[config.mk]
export PLATFORM = sky130hd
export DESIGN_NAME = midori_shared_ctrl
export DESIGN_NICKNAME = d
export VERILOG_FILES = /design/src/rtl/midori_ctrl_pkg.sv /design/src/rtl/midori_round_sequencer.sv /design/src/rtl/midori_shared_ctrl.sv
export SDC_FILE = /design/constraint.sdc
export NUM_CORES = 1
export LEC_CHECK = 0
export BUFFER_PORTS_ARGS = -buffer_cell sky130_fd_sc_hd__buf_2
export CORE_AREA = 2 2 353 355
export CTS_CLUSTER_SIZE = 40
export DETAILED_ROUTE_END_ITERATION = 10
export DIE_AREA = 0 0 355 357
export HOLD_SLACK_MARGIN = 0.08
export PLACE_DENSITY = 0.33
export SLEW_MARGIN = 20
export SYNTH_ARGS = -nofsm -noshare
export SYNTH_HDL_FRONTEND = slang
export SYNTH_SLANG_ARGS = --single-unit
[constraint.sdc]
create_clock -name clk -period 2.5 [get_ports clk]
set_clock_uncertainty 0.05 [all_clocks]
set_input_delay 0.375 -clock clk [delete_from_list [all_inputs] [get_ports clk]]
set_output_delay 0.375 -clock clk [all_outputs]
set_load 0.02 [all_outputs]
[src/rtl/midori_ctrl_pkg.sv]
// Shared constants and types for the three-share Midori64 sequencing controller.
// Latency: none (declarations only).
// Backpressure: none (declarations only).
package midori_ctrl_pkg;

   // Width of one Boolean share of the 64-bit state
   localparam int SHARE_W = 64;

   // Default datapath round-loop depth and keyed round count
   localparam int STAGE_CYC_DEF = 3;
   localparam int NR_ROUNDS_DEF = 15;

   // Round index presented during the final unkeyed S-box pass
   localparam logic [3:0] FINAL_ROUND = 4'd15;

   typedef logic [SHARE_W-1:0] share_t;

   typedef enum logic [1:0] {
      ST_IDLE = 2'd0,
      ST_LOAD = 2'd1,
      ST_RUN  = 2'd2,
      ST_DONE = 2'd3
   } ctrl_state_e;

endpackage

[src/rtl/midori_round_sequencer.sv]
// Phase/round counters pacing the datapath: one round per STAGE_CYC cycles.
// Latency: counters step every cycle while advance is high; flags are combinational.
// Backpressure: none; clear has priority over advance and holds both counters at zero.
module midori_round_sequencer
   import midori_ctrl_pkg::*;
#(
   parameter int STAGE_CYC = STAGE_CYC_DEF,
   parameter int NR_ROUNDS = NR_ROUNDS_DEF
) (
   input  logic       clk,
   input  logic       rst_n,
   input  logic       clear,
   input  logic       advance,
   output logic [3:0] round,
   output logic       last_phase,
   output logic       last_span
);

   localparam int              PH_W      = (STAGE_CYC > 1) ? $clog2(STAGE_CYC) : 1;
   localparam logic [PH_W-1:0] PH_LAST   = PH_W'(STAGE_CYC - 1);
   localparam logic [3:0]      SPAN_LAST = 4'(NR_ROUNDS);

   logic [PH_W-1:0] phase;

   assign last_phase = (phase == PH_LAST);
   assign last_span  = (round == SPAN_LAST);

   // Phase wraps every STAGE_CYC cycles; the round index steps on each wrap and
   // saturates at FINAL_ROUND so it can never alias back to a keyed round.
   always_ff @(posedge clk or negedge rst_n) begin
      if (!rst_n) begin
         phase <= '0;
         round <= 4'd0;
      end else if (clear) begin
         phase <= '0;
         round <= 4'd0;
      end else if (advance) begin
         if (last_phase) begin
            phase <= '0;
            if (round != FINAL_ROUND) begin
               round <= round + 4'd1;
            end
         end else begin
            phase <= phase + PH_W'(1);
         end
      end
   end

endmodule

[src/rtl/midori_shared_ctrl.sv]
// Sequencer for the three-share Midori64 round datapath: load, 16 spans, capture.
// Latency: done_o 1+(NR_ROUNDS+1)*STAGE_CYC+1 cycles after start_i is accepted (50 by default).
// Backpressure: start_i only sampled in IDLE; a held start_i re-issues every 51 cycles.
// Build option MIDORI_CTRL_WHITEN_EN: apply key whitening to share 1 on load and capture.
module midori_shared_ctrl
   import midori_ctrl_pkg::*;
#(
   parameter int STAGE_CYC = STAGE_CYC_DEF,
   parameter int NR_ROUNDS = NR_ROUNDS_DEF
) (
   input  logic               clk,
   input  logic               rst_n,
   input  logic               start_i,
   input  logic [SHARE_W-1:0] pt_1_i,
   input  logic [SHARE_W-1:0] pt_2_i,
   input  logic [SHARE_W-1:0] pt_3_i,
   input  logic [SHARE_W-1:0] mk0_i,
   input  logic [SHARE_W-1:0] mk1_i,
   output logic               busy_o,
   output logic               done_o,
   output logic [SHARE_W-1:0] ct_1_o,
   output logic [SHARE_W-1:0] ct_2_o,
   output logic [SHARE_W-1:0] ct_3_o,
   output logic [3:0]         dp_round_o,
   output logic               dp_start_sel_o,
   output logic [SHARE_W-1:0] dp_state_1_o,
   output logic [SHARE_W-1:0] dp_state_2_o,
   output logic [SHARE_W-1:0] dp_state_3_o,
   input  logic [SHARE_W-1:0] dp_ct_1_i,
   input  logic [SHARE_W-1:0] dp_ct_2_i,
   input  logic [SHARE_W-1:0] dp_ct_3_i
);

   ctrl_state_e state, state_nxt;
   share_t      pt_1_q, pt_2_q, pt_3_q;
   share_t      load_1, cap_1;
   logic        last_phase, last_span, capture;

   assign capture = (state == ST_RUN) && last_span && last_phase;

   // Only share 1 ever sees key material; shares 2 and 3 pass through untouched.
`ifdef MIDORI_CTRL_WHITEN_EN
   share_t wk;
   assign wk     = mk0_i ^ mk1_i;
   assign load_1 = pt_1_q ^ wk;
   assign cap_1  = dp_ct_1_i ^ wk;
`else
   logic unused_key;
   assign unused_key = ^{mk0_i, mk1_i};
   assign load_1     = pt_1_q;
   assign cap_1      = dp_ct_1_i;
`endif

   midori_round_sequencer #(
      .STAGE_CYC (STAGE_CYC),
      .NR_ROUNDS (NR_ROUNDS)
   ) u_seq (
      .clk        (clk),
      .rst_n      (rst_n),
      .clear      (state != ST_RUN),
      .advance    (state == ST_RUN),
      .round      (dp_round_o),
      .last_phase (last_phase),
      .last_span  (last_span)
   );

   // Next-state: IDLE -> LOAD -> RUN (all spans) -> DONE -> IDLE
   always_comb begin
      state_nxt = state;
      case (state)
         ST_IDLE: if (start_i) state_nxt = ST_LOAD;
         ST_LOAD: state_nxt = ST_RUN;
         ST_RUN:  if (capture) state_nxt = ST_DONE;
         ST_DONE: state_nxt = ST_IDLE;
         default: state_nxt = ST_IDLE;
      endcase
   end

   // State register
   always_ff @(posedge clk or negedge rst_n) begin
      if (!rst_n) begin
         state <= ST_IDLE;
      end else begin
         state <= state_nxt;
      end
   end

   // Input shares are latched only on acceptance, each into its own register
   always_ff @(posedge clk or negedge rst_n) begin
      if (!rst_n) begin
         pt_1_q <= '0;
         pt_2_q <= '0;
         pt_3_q <= '0;
      end else if ((state == ST_IDLE) && start_i) begin
         pt_1_q <= pt_1_i;
         pt_2_q <= pt_2_i;
         pt_3_q <= pt_3_i;
      end
   end

   // Ciphertext shares update only on the final phase, so a partial result is never visible
   always_ff @(posedge clk or negedge rst_n) begin
      if (!rst_n) begin
         ct_1_o <= '0;
         ct_2_o <= '0;
         ct_3_o <= '0;
      end else if (capture) begin
         ct_1_o <= cap_1;
         ct_2_o <= dp_ct_2_i;
         ct_3_o <= dp_ct_3_i;
      end
   end

   assign busy_o         = (state != ST_IDLE);
   assign done_o         = (state == ST_DONE);
   assign dp_start_sel_o = (state == ST_LOAD);

   // Plaintext shares are gated to zero unless the datapath is actually loading them
   assign dp_state_1_o = dp_start_sel_o ? load_1 : '0;
   assign dp_state_2_o = dp_start_sel_o ? pt_2_q : '0;
   assign dp_state_3_o = dp_start_sel_o ? pt_3_q : '0;

endmodule

======== Word-level counts from Yosys, hierarchy flattened ========
Index checks and enable logic that the tools add are counted.
W data, S select, Z words.
word-level totals
  bits in latches ......................... 0
  memories ................................ 0
  memory bits (read-only) ................. 0
  RAM bits ................................ 0
  output and inout port bits .............. 391
  word-level logic and storage cells ...... 43
  register bits after elaboration ......... 392
  input bits .............................. 515
operators by class
  mux-type cells .......................... 13
  reduce and logical (&&, ||, !) cells .... 10
  shifts and indexed selects .............. 0
  add/subtract/negate cells ............... 2
  div/mod/pow operators ................... 0
  $lt $le $gt $ge ......................... 0
  bitwise logic cells ..................... 0
  equality and inequality tests ........... 9
  multipliers ............................. 0
operators by type and width
  operator               number
  $mux W64               3
  $mux W4                4
  $mux W2                5
  $pmux W2 S4            1
  $reduce_bool A2 Y1     4
  $eq A2 B2 Y1 const B   3
  $ne A2 B2 Y1 const B   3
  $add A4 B1 Y4 const B  1
  $eq A4 B4 Y1 const B   1
  $ne A4 B4 Y1 const B   1
  $logic_and A1 B1 Y1    3
  $reduce_and A3 Y1      1
  $add A2 B1 Y2 const B  1
  $eq A2 B1 Y1 const B   1
  $logic_not A2 Y1       1
  $reduce_and A2 Y1      1

======== Longest topological paths before layout ========
Gate-level depths: netlist of the first run.
  word-level depth ........................ 5
  depth in mapped cells ................... 7
  gate-level depth less buffers ........... 5

======== Modules after synthesis ========
Synthesis of the first run repeated with hierarchy kept, for this count alone.
second synthesis, totals
  cells, all modules ...................... 1,071
  area total of the unflattened synthesis .. 16,042.9 um^2
modules (own cells, without submodules)
  module                  seq. area each (um^2)  instances  area each (um^2)  cells an instance
  midori_shared_ctrl      9,659.3                1          15,726.3          1,041
  midori_round_sequencer  150.1                  1          316.6             30

======== Least setup slack after synthesis of the first run ========
Ideal clock, no wire load.
  kind .................................... reg-to-reg
  from .................................... register u_seq.round[0]
  to ...................................... register ct_2_o[0]
  slack ................................... 540 ps
  buffers on the path ..................... 3
  setup time .............................. 125 ps
  data required time ...................... 2,325 ps
  arrival ................................. 1,785 ps
  stages on the path, launching flop included .. 8
  clock period less this slack ............ 1,960 ps
  path through ............................ dfrtp_1 ha_1 and3_4 and3_4 buf_6 buf_12 buf_12 mux2_4
on the way
  longest elaborated chain between the ends .. 3
ends and longest elaborated chain
  item                              RTL line                      text
  start, declared                   midori_round_sequencer.sv:14  output logic [3:0] round,
  start signal, assigned            midori_round_sequencer.sv:41  round <= round + 4'd1;
  $eq A4 B4 Y1                      midori_round_sequencer.sv:26  assign last_span = (round == SPAN_LAST);
  $logic_and A1 B1 Y1 (2 in a row)  midori_shared_ctrl.sv:39      assign capture = (state == ST_RUN) && last_span && last_phase;
  end signal, assigned              midori_shared_ctrl.sv:109     ct_2_o <= dp_ct_2_i;
  end, declared                     midori_shared_ctrl.sv:22      output logic [SHARE_W-1:0] ct_2_o,
No other way between the ends.
A chain may end at the register's enable or synchronous reset.

======== Worst setup path in the final report of the first run ========
  from .................................... register state[1]
  to ...................................... output dp_state_1_o[18]
on the way
  longest elaborated chain between the ends .. 2
ends and longest elaborated chain
  item                    RTL line                   text
  start, declared         midori_shared_ctrl.sv:34   ctrl_state_e state, state_nxt;
  start signal, assigned  midori_shared_ctrl.sv:84   state <= state_nxt;
  $eq A2 B1 Y1            midori_shared_ctrl.sv:116  assign dp_start_sel_o = (state == ST_LOAD);
  $mux W64                midori_shared_ctrl.sv:119  assign dp_state_1_o = dp_start_sel_o ? load_1 : '0;
  end, declared           midori_shared_ctrl.sv:26   output logic [SHARE_W-1:0] dp_state_1_o,
No other way between the ends.

==> results of run 1 <==
power by group:
part	total, mW	internal (mW)	switching (mW)
Sequential	6.62	6.53	0.0905
Clock	7.70	4.67	3.03
Combinational	1.94	1.13	0.816
logic make-up after synthesis:
logic type               count (synthesis)  synth area share [%]
flip-flops                             392                  58.1
multiplexers                           385                  29.7
AND/OR/NAND/NOR                        211                  7.90
buffers and inverters                   69                  3.66
AO/OA/AOI/OAI                            9                 0.355
adder cells (fa/ha/maj)                  5                 0.370
synthesized netlist by cell type (all sizes together):
master,n,share of area [%]
a21boi,2,0.089
o32ai,1,0.052
dfrtp,392,58
and3b,1,0.052
mux2i,1,0.059
ha,5,0.37
o22a,1,0.052
mux2,384,30
nor2,1,0.022
buf,40,3.0
or3,1,0.037
and4b,1,0.059
inv,4,0.089
and3,4,0.21
a21oi,1,0.030
a21o,1,0.044
and2,192,7.1
nor2b,2,0.12
o21ai,3,0.089
clkbuf,25,0.56
nand4,1,0.037
nand2b,1,0.037
nand2,4,0.089
nor3b,3,0.13
path summary, 6_finish.rpt:
| path | startpoint | to | slack (ns) | cells past startpoint |
|---|---|---|---|---|
| setup / recovery | state[1] | dp_state_1_o[18] | 0.0008 | 6 |
| hold / removal | start_i | state[1] | 0.18 | 4 |
| setup reg to reg | u_seq.round[0] | ct_2_o[30] | 0.33 | 6 |
| hold reg to reg | u_seq.phase[1] | u_seq.phase[0] | 0.44 | 1 |
| max in group asynchronous | rst_n | load_1[7] | 1.31 | 3 |
| min in group asynchronous | rst_n | ct_1_o[5] | 0.29 | 2 |
per-layer routing:
metal | track usage (%) | up-vias | part of all wire, %
li1 | - | 6107 | -
met1 | 12.3 | 6606 | 41
met2 | 17.3 | 496 | 48
met3 | 3.22 | 102 | 7.8
met4 | 2.94 | 18 | 2.3
met5 | 0 | - | 0.18
final cells by class:
cell class	count	area, sq um	share of cell area [%]
Inverter	4	15.0	0.0502
Clock buffer	74	1510	5.03
Timing Repair Buffer	1230	9570	32.0
Sequential cell	392	9810	32.8
Tap cell	1637	2050	6.85
Multi-Input combinational cell	610	6720	22.5
Clock inverter	17	230	0.769
Antenna cell	11	27.5	0.0920
registers in the layout, summed over array words and instances, names as in the netlist:
register     flops
state            2
ct_1_o          64
u_seq.round      4
u_seq.phase      2
ct_2_o          64
ct_3_o          64
pt_2_q          64
load_1          64
pt_3_q          64
what timing repair did:
item                       CTS  global route
cloned                       9             3
pin swaps                    0             4
hold buffers               385             0
resized for setup          175           189
setup buffers                8             0
setup endpoints to repair  155           165
hold endpoints to repair   423             0
worst max-delay path: stages, from the launching register on:
cell	delay (ns)
dfrtp_1	0.39
inv_2	0.08
ha_4	0.14
buf_12	0.16
buf_16	0.19
and2_1	0.22
buf_2	0.19
==> metrics.md, run 1 <==
| Metric | Value |
|---|---|
| Outcome | `finished, final reports clean` |
| Slew HR | `between 50% and 60%` |
| Final period utilization | `100%` |
| Gr usage total | `10.2%` |
| Crit start category | `flip-flop` |
| Worst Setup Slack, final | `about 0.00084 ns` |
| Pre-antenna DRT Iters | `4` |
| Vias per cell | `3.35` |
| I/O pin count | `906` |
| Worst Path Max Fanout | `50` |
| Inst Count DP | `3,468` |
| Dpl hpwl | `47,800 microns` |
| Mean area per synthesized cell | `15.8 sq um` |
| Final instance area | `roughly 30,000 sq um` |
| Fin cells | `between 3k and 4k` |
| RSZ-0062 raised after global routing | `true` |
| Core footprint | `123,000 sq um` |
| Most frequent cells in the layout | `buf_2, dfrtp_1, dlygate4sd3_1` |
| Netlist cell types | `30` |
| Count of warnings emitted by yosys | `0` |
| Mapped Cells | `1,071` |
| Seq cells post-synth | `around 390` |
| TritonCTS clock tree | `yes` |
| Vias | `about 13k` |
| # port buffers | `777` |
| H-tree levels | `2` |
| Setup TNS | `0 ns` |
| Leakage power | `between 10 and 15 nW` |
| Worst hold slack | `roughly 0.18 ns` |
| P per Cell Area | `543 nW/um^2` |
| Worst-Skew Late Latency | `between 0.6 and 0.7 ns` |
| Layout cell share with drive strength beyond 1 | `60.5%` |
| GPL Wtd Cong | `about 0.80` |
| Antenna viol nets, final | `0` |
| Die Height | `357 microns` |
| Clock root buffer | `clkbuf_16` |
| Clock Tree Buf Depth | `3` |
| Mapped Area | `16,900 sq um` |
| Area grow syn2layout | `77.1%` |
| Endpoints failing hold | `0` |
| Worst slew pin tran | `about 0.7 ns` |
| Fillers | `13.1k` |
| Fin. max-slew vios | `0` |
| Placed inst area | `approximately 23,000 sq um` |
| Die area | `127,000 sq um` |
| Starting density of the core | `13.7%` |
| Drt wl/cell | `about 17 microns` |
| Sink Count | `392` |
| Layout Utilization | `24.3%` |
| Final Total Pwr | `16.3 mW` |
| Fin crit period | `2.50 ns` |
| WL final | `67,800 microns` |
| Setup Crit Path Kind | `flip-flop to primary output` |
| Drt initial violations | `430` |
| First-pass GRT wire length | `about 98,000 microns` |
| Row cnt | `129` |
| Final nets | `2,810` |
| Total grt overflow | `0` |
| Num CTS Buffers | `52` |
| Peak VDD IR | `roughly 460 uV` |
| Sequential cell area fraction in the yosys report | `a little under 60%` |
| Most common cell after layout, fill and taps aside | `buf_2` |
| Max frequency | `400 MHz` |
| Place WS | `0.331 ns` |
| Vias in the first global route | `15.0k` |
| Remaining DRCs | `0` |
| Syn_nets | `1,591` |
| MaxCap Viol Count | `0` |
| Largest net degree at the start of global routing | `70` |
| WP data required | `2.08 ns` |
| Initial antenna violation count | `25` |
| Crit path DAT | `2.07 ns` |
| Worst setup EP type | `primary output` |
| HP Class | `input port to flip-flop` |
| Clock transition at the registers of the reported paths | `0.06 ns` |
| Final setup viols | `0` |
| Die Wd | `around 360 microns` |
No activity file was read; power rests on OpenSTA's default activity.
==> run 2, diff against run 1 <==
--- a/config.mk
+++ b/config.mk
@@ -11,7 +11,8 @@
 export DETAILED_ROUTE_END_ITERATION = 10
 export DIE_AREA = 0 0 355 357
 export HOLD_SLACK_MARGIN = 0.08
-export PLACE_DENSITY = 0.33
+export PLACE_DENSITY = 0.34
+export SETUP_SLACK_MARGIN = 0.2
 export SLEW_MARGIN = 20
 export SYNTH_ARGS = -nofsm -noshare
 export SYNTH_HDL_FRONTEND = slang
==> constraint.sdc (replaced) <==
create_clock -name clk -period 2.25 [get_ports clk]
set_clock_uncertainty 0.05 [all_clocks]
set_input_delay 0.3375 -clock clk [delete_from_list [all_inputs] [get_ports clk]]
set_output_delay 0.3375 -clock clk [all_outputs]
set_load 0.02 [all_outputs]
==> run 2 against run 1 <==
Effect of this change: the flow now finishes with violations (setup timing); sequential power grew 11%; clock power grew 4.4%; final cell count grew 1.7%; core utilization grew 2.1 points; first-iteration DRC count shrank 5.3%; clock-buffer cell count grew 3; die area is the same; combinational power grew 29%; total power grew 10%; critical endpoint is now dp_state_2_o[13]; highest routed layer unchanged.
==> metrics.md, run 2 (synthesis results as in run 1) <==
| Metric | Value |
|---|---|
| Fin. max-slew vios | `0 (unchanged)` |
| # port buffers | `777 (unchanged)` |
| WP data required | `1.86 ns (-0.22 ns)` |
| Worst setup EP type | `primary output` |
| Largest net degree at the start of global routing | `89 (+27%)` |
| Worst hold slack | `0.148 ns (-0.0345 ns)` |
| GPL Wtd Cong | `0.844 (+5.7%)` |
| Vias in the first global route | `15.2k (+1.7%)` |
| Final setup viols | `191 (+191)` |
| Clock transition at the registers of the reported paths | `0.06 ns (about the same)` |
| TritonCTS clock tree | `yes` |
| Remaining DRCs | `0 (unchanged)` |
| Layout cell share with drive strength beyond 1 | `64.3% (+3.8 points)` |
| Starting density of the core | `13.7% (unchanged)` |
| Place WS | `0.209 ns (-0.121 ns)` |
| Die area | `127,000 sq um (unchanged)` |
| Reg-to-Reg End | `pt_3_q[22]` |
| Antenna viol nets, final | `0 (unchanged)` |
| Vias | `13.8k (+3.3%)` |
| Initial antenna violation count | `10 (-60%)` |
| Crit. Startpoint | `state[0]` |
| MaxCap Viol Count | `0 (unchanged)` |
| Most frequent cells in the layout | `buf_2, dfrtp_1, dlygate4sd3_1` |
| R2R Setup Slk | `0.08 ns (-0.25 ns)` |
| Die Height | `357 microns (unchanged)` |
| WL final | `73,500 microns (+8.4%)` |
| Worst path slowest cell | `dfrtp_1` |
| Clock root buffer | `clkbuf_16` |
| Vias per cell | `3.41 (+1.6%)` |
| Dpl hpwl | `48,100 microns (+0.71%)` |
| P per Cell Area | `550 nW/um^2 (+1.2%)` |
| Drt wl/cell | `18.2 microns (+6.6%)` |
| I/O pin count | `906 (unchanged)` |
| Setup Crit Path Kind | `flip-flop to primary output` |
| Failing checks | `setup timing` |
| Fillers | `12.9k (-1.2%)` |
| Placed inst area | `23,000 sq um (+0.83%)` |
| Max frequency | `approximately 410 MHz` |
| Worst Setup Slack, final | `-0.204 ns (-0.205 ns)` |
| Worst slew pin tran | `0.613 ns (-0.0870 ns)` |
| Sink Count | `392 (unchanged)` |
| Drt initial violations | `407 (-5.3%)` |
| Peak VDD IR | `490 uV (+7.5%)` |
| Crit-path most repeated cell | `buf_12` |
| Gr usage total | `10.3% (+0.074 points)` |
| Slew HR | `59.1% (+5.8 points)` |
| Die Wd | `355 microns (unchanged)` |
| Row cnt | `129 (unchanged)` |
| Worst Path Max Fanout | `7 (-86%)` |
| Clock Tree Buf Depth | `3 (unchanged)` |
| Leakage power | `15.9 nW (+9.6%)` |
| Reg2Reg Depth | `11 (+5)` |
| Area grow syn2layout | `92.7%` |
| Endpoints failing hold | `0 (unchanged)` |
| Pre-antenna DRT Iters | `4 (unchanged)` |
| Largest stage delay on the critical path | `0.43 ns (+0.04 ns)` |
| Crit start category | `flip-flop` |
| Worst-path cell chain | `ha_4, buf_12, buf_12, buf_16, buf_8, and2_4, buf_6` |
| Fin crit period | `2.45 ns` |
| Final period utilization | `109%` |
| Most common cell after layout, fill and taps aside | `buf_2` |
| Final instance area | `32,600 sq um (+8.8%)` |
| Final nets | `2,887 (+2.7%)` |
| RSZ-0062 raised after global routing | `true` |
| H-tree levels | `2 (unchanged)` |
| Crit path DAT | `2.07 ns (about the same)` |
| Outcome | `finished with violations` |
| Setup crit end | `dp_state_2_o[13]` |
| HP Class | `input port to async pin` |
| Total grt overflow | `0 (unchanged)` |
| Worst-Skew Late Latency | `0.61 ns (about the same)` |
| Core footprint | `123,000 sq um (unchanged)` |
| Layout Utilization | `26.5% (+2.1 points)` |
| First-pass GRT wire length | `98,400 microns (+0.66%)` |
| Num CTS Buffers | `50 (-3.8%)` |
| Reg2reg start | `state[1]` |
## run 2: critical path, delay by kind of cell, from the launching register on
| kind | cells | cell delay [ns] |
|---|---|---|
| and+or+nand+nor | 1 | 0.13 |
| buffers and inverters | 5 | 0.69 |
| adders and majority gates | 1 | 0.19 |
| DFF | 1 | 0.43 |
## run 2: area by class of cell
type                    count  area, sq um  area share (%)
clock inverters            10          106           0.327
diodes                      3         7.51          0.0231
repair buffers           1308        11600            35.5
inverters                   4         17.5          0.0538
well taps                1637         2050            6.29
multi-input cells         611         7510            23.1
clock buffers              77         1500            4.62
flip-flops and latches    392         9810            30.1
## run 2: layer usage
layer,GRT usage (%),part of all wire (%),vias to the layer above,routed length (microns)
met5,0,0.019,-,14
met2,18.0,50,499,36700
met3,3.07,6.7,96,4890
met1,12.0,41,6905,30200
met4,3.05,2.2,2,1650
li1,-,-,6273,-
## run 2: worst min-delay path by stage
| stage | startpoint | to | slack [ns] | cells past startpoint |
|---|---|---|---|---|
| 2_1_floorplan | rst_n | ct_1_o[0] | -0.008 | 0 |
| 3_3_place_gp | rst_n | ct_2_o[45] | 0.19 | 1 |
| 3_5_place_dp | rst_n | ct_2_o[17] | 0.19 | 1 |
| 4_1_cts | rst_n | ct_2_o[17] | 0.09 | 2 |
| 5_1_grt | rst_n | ct_2_o[17] | 0.14 | 2 |
| 6_report | rst_n | ct_2_o[17] | 0.15 | 2 |
## run 2: where the power goes
| part | switching (mW) | total (mW) | internal, mW |
|---|---|---|---|
| logic | 1.01 | 2.50 | 1.50 |
| registers | 0.102 | 7.35 | 7.25 |
| clock network | 3.26 | 8.04 | 4.78 |
## run 2: through the flow
| stage | TNS [ns] | total power [mW] | instances |
|---|---|---|---|
| after CTS | -47.75 | 18.0 | 3979 |
| after global routing | -49.03 | 18.8 | 4041 |
| after global placement | 0 | 9.10 | 3475 |
| after detailed placement | 0 | 9.11 | 3475 |
| final | -25.64 | 17.9 | 4042 |
| after floorplan | 0 | 8.20 | 1071 |
## run 2: timing repair
| action | 4_1_cts | 5_1_grt |
|---|---|---|
| setup buffers | 17 | 27 |
| gates cloned | 15 | 33 |
| pin swaps | 4 | 3 |
| gates resized for setup | 400 | 360 |
| hold buffers | 385 | 0 |
| endpoints found under the setup margin | 215 | 473 |
| hold endpoints to repair | 597 | 0 |
